## src/rtl/uart_pkg.sv

```systemverilog
// Shared types and timing constants for the UART receiver.
// Optional build macro: UART_RX_MAJORITY_EN (3-tick majority sampling in uart_rx_unit).
package uart_pkg;

  localparam int unsigned DEF_N           = 8;
  localparam int unsigned DEF_COUNT_TICKS = 16;

  // Tick index of the mid-start sample and of each later mid-bit sample.
  function automatic int unsigned half_tick(input int unsigned count_ticks);
    return count_ticks / 2 - 1;
  endfunction

  function automatic int unsigned full_tick(input int unsigned count_ticks);
    return count_ticks - 1;
  endfunction

  // Width of the per-bit tick counter.
  function automatic int unsigned cnt_width(input int unsigned count_ticks);
    return $clog2(count_ticks);
  endfunction

  localparam int unsigned HALF = half_tick(DEF_COUNT_TICKS);
  localparam int unsigned FULL = full_tick(DEF_COUNT_TICKS);

  // Majority vote of three samples.
  function automatic logic maj3(input logic [2:0] v);
    return (v[0] & v[1]) | (v[0] & v[2]) | (v[1] & v[2]);
  endfunction

  // One-hot so the state register drives the status LEDs directly.
  typedef enum logic [3:0] {
    IDLE  = 4'b0001,
    START = 4'b0010,
    DATA  = 4'b0100,
    STOP  = 4'b1000
  } rx_state_e;

endpackage

```

## src/rtl/uart_sync2.sv

```systemverilog
// Two-flop synchroniser for the asynchronous serial line.
module uart_sync2 #(
  parameter logic RST_VAL = 1'b1
) (
  input  logic clk,
  input  logic reset,
  input  logic d,
  output logic q
);

  logic meta_q;

  // Resets to the idle line level so no spurious start bit is seen.
  always_ff @(posedge clk or negedge reset) begin
    if (!reset) begin
      meta_q <= RST_VAL;
      q      <= RST_VAL;
    end else begin
      meta_q <= d;
      q      <= meta_q;
    end
  end

endmodule

```

## src/rtl/uart_rx_unit.sv

```systemverilog
// 8N1 UART receiver, LSB first, oversampled by an external baud tick.
// Optional build macro: UART_RX_MAJORITY_EN (each sample is the majority of the last 3 ticks).
module uart_rx_unit
  import uart_pkg::*;
#(
  parameter int unsigned N           = DEF_N,
  parameter int unsigned COUNT_TICKS = DEF_COUNT_TICKS
) (
  input  logic         clk,
  input  logic         reset,
  input  logic         tick,
  input  logic         rx,
  output logic [N-1:0] data_out,
  output logic         valid,
  output logic         frame_err,
  output logic [3:0]   state_leds,
  output logic         started
);

  localparam int unsigned CW        = cnt_width(COUNT_TICKS);
  localparam int unsigned BW        = (N > 1) ? $clog2(N) : 1;
  localparam int unsigned HALF_TICK = half_tick(COUNT_TICKS);
  localparam int unsigned FULL_TICK = full_tick(COUNT_TICKS);

  logic          rx_s;
  logic          sample_c;
  rx_state_e     state_q, state_d;
  logic [CW-1:0] tick_cnt_q, tick_cnt_d;
  logic [BW-1:0] bit_cnt_q, bit_cnt_d;
  logic [N-1:0]  shreg_q, shreg_d;
  logic [N-1:0]  data_d;
  logic          valid_d, ferr_d, started_d;

  uart_sync2 #(.RST_VAL(1'b1)) u_sync (
    .clk   (clk),
    .reset (reset),
    .d     (rx),
    .q     (rx_s)
  );

`ifdef UART_RX_MAJORITY_EN
  logic [1:0] hist_q;
  logic [2:0] hist_c;

  // Window is the two previous ticks plus the current one, so sample timing matches the single-sample build.
  assign hist_c   = {hist_q, rx_s};
  assign sample_c = maj3(hist_c);

  // Line history, advanced once per tick.
  always_ff @(posedge clk or negedge reset) begin
    if (!reset) begin
      hist_q <= 2'b11;
    end else if (tick) begin
      hist_q <= hist_c[1:0];
    end
  end
`else
  assign sample_c = rx_s;
`endif

  // State, counters, shift register and registered outputs.
  always_ff @(posedge clk or negedge reset) begin
    if (!reset) begin
      state_q    <= IDLE;
      tick_cnt_q <= '0;
      bit_cnt_q  <= '0;
      shreg_q    <= '0;
      data_out   <= '0;
      valid      <= 1'b0;
      frame_err  <= 1'b0;
      started    <= 1'b0;
    end else begin
      state_q    <= state_d;
      tick_cnt_q <= tick_cnt_d;
      bit_cnt_q  <= bit_cnt_d;
      shreg_q    <= shreg_d;
      data_out   <= data_d;
      valid      <= valid_d;
      frame_err  <= ferr_d;
      started    <= started_d;
    end
  end

  // Next-state and output decode; strobes default low so they last one clock.
  always_comb begin
    state_d    = state_q;
    tick_cnt_d = tick_cnt_q;
    bit_cnt_d  = bit_cnt_q;
    shreg_d    = shreg_q;
    data_d     = data_out;
    valid_d    = 1'b0;
    ferr_d     = 1'b0;

    unique case (state_q)
      IDLE: begin
        if (!rx_s) begin
          state_d    = START;
          tick_cnt_d = '0;
        end
      end
      START: begin
        if (tick) begin
          if (tick_cnt_q == CW'(HALF_TICK)) begin
            if (!sample_c) begin
              state_d    = DATA;
              tick_cnt_d = '0;
              bit_cnt_d  = '0;
            end else begin
              state_d = IDLE;
            end
          end else begin
            tick_cnt_d = tick_cnt_q + CW'(1);
          end
        end
      end
      DATA: begin
        if (tick) begin
          if (tick_cnt_q == CW'(FULL_TICK)) begin
            shreg_d    = {sample_c, shreg_q[N-1:1]};
            tick_cnt_d = '0;
            if (bit_cnt_q == BW'(N - 1)) begin
              state_d = STOP;
            end else begin
              bit_cnt_d = bit_cnt_q + BW'(1);
            end
          end else begin
            tick_cnt_d = tick_cnt_q + CW'(1);
          end
        end
      end
      STOP: begin
        if (tick) begin
          if (tick_cnt_q == CW'(FULL_TICK)) begin
            if (sample_c) begin
              data_d  = shreg_q;
              valid_d = 1'b1;
            end else begin
              ferr_d = 1'b1;
            end
            state_d = IDLE;
          end else begin
            tick_cnt_d = tick_cnt_q + CW'(1);
          end
        end
      end
      default: state_d = IDLE;
    endcase

    started_d = (state_d != IDLE);
  end

  assign state_leds = state_q;

endmodule

```

## config.mk

```make
export PLATFORM = sky130hd
export DESIGN_NAME = uart_rx_unit
export DESIGN_NICKNAME = d
export VERILOG_FILES = /design/src/rtl/uart_pkg.sv /design/src/rtl/uart_sync2.sv /design/src/rtl/uart_rx_unit.sv
export SDC_FILE = /design/constraint.sdc
export NUM_CORES = 1
export LEC_CHECK = 0
export ABC_AREA = 1
export CAP_MARGIN = 25
export CORE_UTILIZATION = 40
export DETAILED_ROUTE_END_ITERATION = 6
export SLEW_MARGIN = 20
export SYNTH_ARGS = -nofsm -noshare
export SYNTH_HDL_FRONTEND = slang
export SYNTH_SLANG_ARGS = --single-unit
```

## constraint.sdc

```tcl
create_clock -name clk -period 2.02 [get_ports clk]
set_input_delay 0.404 -clock clk [delete_from_list [all_inputs] [get_ports clk]]
set_output_delay 0.404 -clock clk [all_outputs]
set_load 0.05 [all_outputs]
```

; ---- Word-level counts from Yosys, hierarchy flattened
; Cells that the tools add are included.
[totals]
regBits = 32
in_bits = 4
[op_classes]
n_addsub = 2
n_eq_ne = 16
mux = 33
n_reduce_logical = 6
[op_table]
columns = cell, n
row1 = $mux W4, 15
row2 = $pmux W4 S4, 2
row3 = $mux W3, 7
row4 = $ne A2 B2 Y1 const B, 8
row5 = $eq A4 B3 Y1 const B, 2
row6 = $eq A4 B4 Y1 const B, 2
row7 = $mux W1, 8
row8 = $reduce_and A7 Y1, 1
row9 = $pmux W3 S2, 1
row10 = $reduce_and A5 Y1, 1
row11 = $add A4 B1 Y4 const B, 1
row12 = $eq A4 B1 Y1 const B, 1
row13 = $eq A4 B2 Y1 const B, 1
row14 = $ne A4 B1 Y1 const B, 1
row15 = $reduce_and A4 Y1, 1
row16 = $reduce_bool A4 Y1, 1
row17 = $add A3 B1 Y3 const B, 1
row18 = $eq A3 B3 Y1 const B, 1
row19 = $reduce_and A3 Y1, 1
row20 = $reduce_bool A2 Y1, 1

; ---- Depth between registers and ports, before layout
[logic_depth]
depth_word = 6
mapped_depth = 10
ltp_nobuf = 10

; ---- Hierarchy
; From an unflattened synthesis, not the netlist that was laid out.
[hier_totals]
hier_cells = 210
hier_area_um2 = 1709.1
[modules_own_cells]
columns = mod, n_inst, cells_each, area_each_um2, seq_area_each_um2
row1 = uart_rx_unit, 1, 208, 1656.6, 752.0
row2 = uart_sync2, 1, 2, 52.6, 52.6

; ---- Least setup slack after synthesis
; OpenSTA, ideal clock, no wires.
[synth_timing]
path_type = reg-to-reg
start = register state_q[2], in the netlist state_leds[2]
end = register shreg_q[5]
setup_time_ps = 118
arrival_time_ps = 1510
required_time_ps = 1902
setup_slack_ps = 392
stages_incl_launch_ff = 9
path_buffers = 1
path_cell_list = dfrtp_1 -> inv_1 -> nor2_1 -> nand2_1 -> inv_2 -> nand2_4 -> buf_6 -> nand2_1 -> o21ai_2
[synth_via]
elab_chain_cells = 2
[synth_lines]
columns = item, line_no
row1 = start: declaration, uart_rx_unit.sv:27  ; rx_state_e state_q, state_d;
row2 = start signal: assignment, uart_rx_unit.sv:73  ; state_q <= state_d;
row3 = $eq A4 B3 Y1, uart_rx_unit.sv:94  ; unique case (state_q)
row4 = $reduce_and A3 Y1 (no source line), --
row5 = end signal: assignment, uart_rx_unit.sv:76  ; shreg_q <= shreg_d;
row6 = end: declaration, uart_rx_unit.sv:30  ; logic [N-1:0] shreg_q, shreg_d;
; No other way between the ends.
; A chain may end at the register's enable or synchronous reset.

; ---- Worst setup path after layout
[layout_timing]
start = register state_q[3], in the netlist state_leds[3]
end = output state_leds[3]
[layout_lines]
columns = item, line_no
row1 = end: declaration, uart_rx_unit.sv:16  ; output logic [3:0] state_leds,
; No word-level cell between the ends.

==> results.py <==
metrics = {
    "run_status": {
        "status": "complete, no violations",
    },
    "power": {
        "clkPwrFrac_pct": 30.5,
        "ir_drop_uv": 420,
        "switching_share_pct": 35.9,
        "combPwrFrac_pct": 30.8,
        "p_seq_share_pct": 38.7,
        "power_mw": 1.96,
        "power_density_mw_per_mm2": 966,
        "p_int_mw": 1.26,
        "p_leak_nw": 1.02,
        "p_switching_mw": 0.704,
    },
    "min_path": {
        "hp-start": "u_sync.meta_q",
        "holdPathEnd": "u_sync.q",
        "hold_depth": 0,
        "hold_path_class": "flop to flop",
    },
    "setup_path": {
        "crit_path_start_kind": "flop",
        "r2r_cells": 6,
        "r2r_start": "tick_cnt_q[0]",
        "timing.critical_path.cells": "clkdlybuf4s50_1",
        "cp-end-kind": "output pin",
        "path_class": "flop to output pin",
        "crit_family": "buffers and inverters",
        "r2r_slack_ps": 420,
        "cp_max_fo": 5,
        "max_stage_delay_ps": 820,
        "critPathArrivalTime_ps": 1500,
        "r2r_end": "bit_cnt_q[2]",
        "path_buf_inv": 1,
        "cp_slowest_cell": "clkdlybuf4s50_1",
        "required_ps": 1620,
    },
    "cts": {
        "holdBufCountCts": 0,
        "cts_root_buffer": "clkbuf_8",
        "tritoncts": "built",
        "cts_setup_buffers": 0,
        "clk_path_buf_depth": 2,
        "worstSkewPairLatency_ps": 280,
        "clkSinkCount": 32,
        "ctsResizeCount": 0,
        "cts_inserted_buffers": 5,
        "htreeDepth": 2,
        "clkTransAtPathRegs_ps": 70,
    },
    "route": {
        "wl_per_cell_um": 11.4,
        "drc": 0,
        "num_vias": 1284,
        "drtIter0Drc": 54,
        "via_per_inst": 4.65,
        "postRouteWirelength_mm": 3.15,
        "dr.pass1.iters": 4,
        "ant_nets": 0,
    },
    "grt": {
        "grt_pass1_vias": 1212,
        "antenna_found_initial": 0,
        "grt_max_degree": 33,
        "track_usage_pct": 16.9,
        "grt_pass1_wl_mm": 5.56,
        "overflow": 0,
    },
    "place": {
        "dp_slack_ps": 220,
        "place_congestion": 0.830,
        "hpwlAfterDp_mm": 2.26,
        "portBuffers": 18,
    },
    "synthesis": {
        "syn_area_mm2": 0.00171,
        "netlist_instances": 202,
        "yosys-top-cells-area": "dfrtp_1 (43%), nand2_1 (13%), o21ai_2 (8.2%)",
        "syn_area_per_cell_um2": 8.45,
        "synth.top_cell.area_share_pct": 42.5,
        "synth_commonest_cells": "nand2_1 (60), dfrtp_1 (29), inv_1 (29), o21ai_2 (16)",
        "synthDistinctLibCells": 26,
        "yosysTopAreaCell": "dfrtp_1",
        "synth_seq_area_share_pct": 47.1,
        "yosys_warnings": 0,
        "synth_edf_count": 0,
        "synth-seq-cells": 32,
        "async_reset_ff_share_pct": 100,
        "synth_ff_type": "dfrtp_1",
        "synthesis.nets": 209,
        "yosysMostFrequentCell": "nand2_1",
    },
    "die": {
        "fp.dieW_um": 67.3,
        "start_util_pct": 42.1,
        "dieArea_mm2": 0.00453,
        "core_mm2": 0.00406,
        "row_count": 23,
        "dieHeight_um": 67.3,
        "io_pins": 19,
    },
    "timing": {
        "worst_slack_ps": 113,
        "finClkSkew_ps": 4.97,
        "rsz0062_at_grt": "false",
        "max_slew_margin_pct": 66.2,
        "whs_ps": 357,
        "period_minus_slack_ps": 1910,
        "final.setup.tns_ps": 0,
        "setup-violations-final": 0,
        "hold_viol_final": 0,
        "report.final.slew_viol_count": 0,
        "fin_crit_sh_pct": 94.4,
        "tightest_slew_ps": 505,
        "clock.fmax_ghz": 0.524,
    },
    "final_layout": {
        "finalNetCount": 232,
        "antenna_cells": 0,
        "drive_gt1_share_pct": 19.0,
        "finish.utilization_pct": 50.1,
        "syn_to_final_growth_pct": 19.1,
        "fillers": 398,
    },
    "job": {
        "maxCapViolations": 0,
    },
}
[stage by stage]
stage	instance area, um2	cells
after floorplan	1710	202
after global placement	1920	268
after detailed placement	1920	268
after CTS	2030	276
after global routing	2030	276
final	2030	276
[logic make-up after synthesis]
logic type                 count (synthesis)  share of synthesized area, %
AOI/OAI and AO/OA                         27                          12.2
xor gates and xnor gates                   1                         0.513
adders and majority gates                  3                          2.20
buffers and inverters                     36                          9.38
DFF                                       32                          47.1
and+or+nand+nor                          103                          28.5
[power groups by stage]
| stage | clock, mW | sequential [mW] | combinational, mW |
|---|---|---|---|
| after floorplan | 0 | 0.880 | 0.332 |
| after global placement | 0 | 0.771 | 0.609 |
| after detailed placement | 0 | 0.772 | 0.605 |
| after CTS | 0.622 | 0.760 | 0.610 |
| after global routing | 0.652 | 0.769 | 0.687 |
| final | 0.598 | 0.760 | 0.604 |
[how the worst max path moves through the flow]
stage	from	end	slack, ps	cells past startpoint
finish	state_leds[3]	state_leds[3]	110	1
global route	state_leds[3]	state_leds[3]	20	1
CTS	state_leds[3]	state_leds[3]	100	1
detailed placement	tick	bit_cnt_q[2]	220	6
global placement	tick	bit_cnt_q[1]	260	6
floorplan	state_leds[2]	shreg_q[5]	390	8
[cell usage in the layout (no fill, tap or decap), drive strengths merged, types with 2 or more instances in the layout]
cell type	n
nand2	62
inv	31
dfrtp	29
o21ai	26
nand3	18
nor2	18
clkdlybuf4s50	17
clkbuf	6
nand4	4
ha	3
dfstp	3
clkinv	3
buf	2
[layer usage]
metal  up-vias  GRT usage [%]  routed length [um]  share of wire (%)
met5         -              0                   0                  0
met4         0           6.65                  38                1.2
met3         4           5.74                 112                3.6
met2        18           25.1                1380                 44
met1       582           22.6                1620                 51
li1        680              -                   -                  -
[layout make-up]
cell class	instances	area (um2)	area share, %
flip-flops and latches	32	805	39.6
clock inverters	2	35.0	1.72
multi-input cells	134	742	36.5
inverters	33	130	6.40
well taps	50	62.6	3.08
repair buffers	19	185	9.11
clock buffers	6	72.6	3.57
[registers in the layout (all words and copies together) (netlist names)]
signal,count
bit_cnt_q,3
data_out,8
frame_err,1
shreg_q,8
started,1
state_leds,4
tick_cnt_q,4
u_sync.meta_q,1
u_sync.q,1
valid,1
Note: power is estimated with default switching activity, not from simulation.
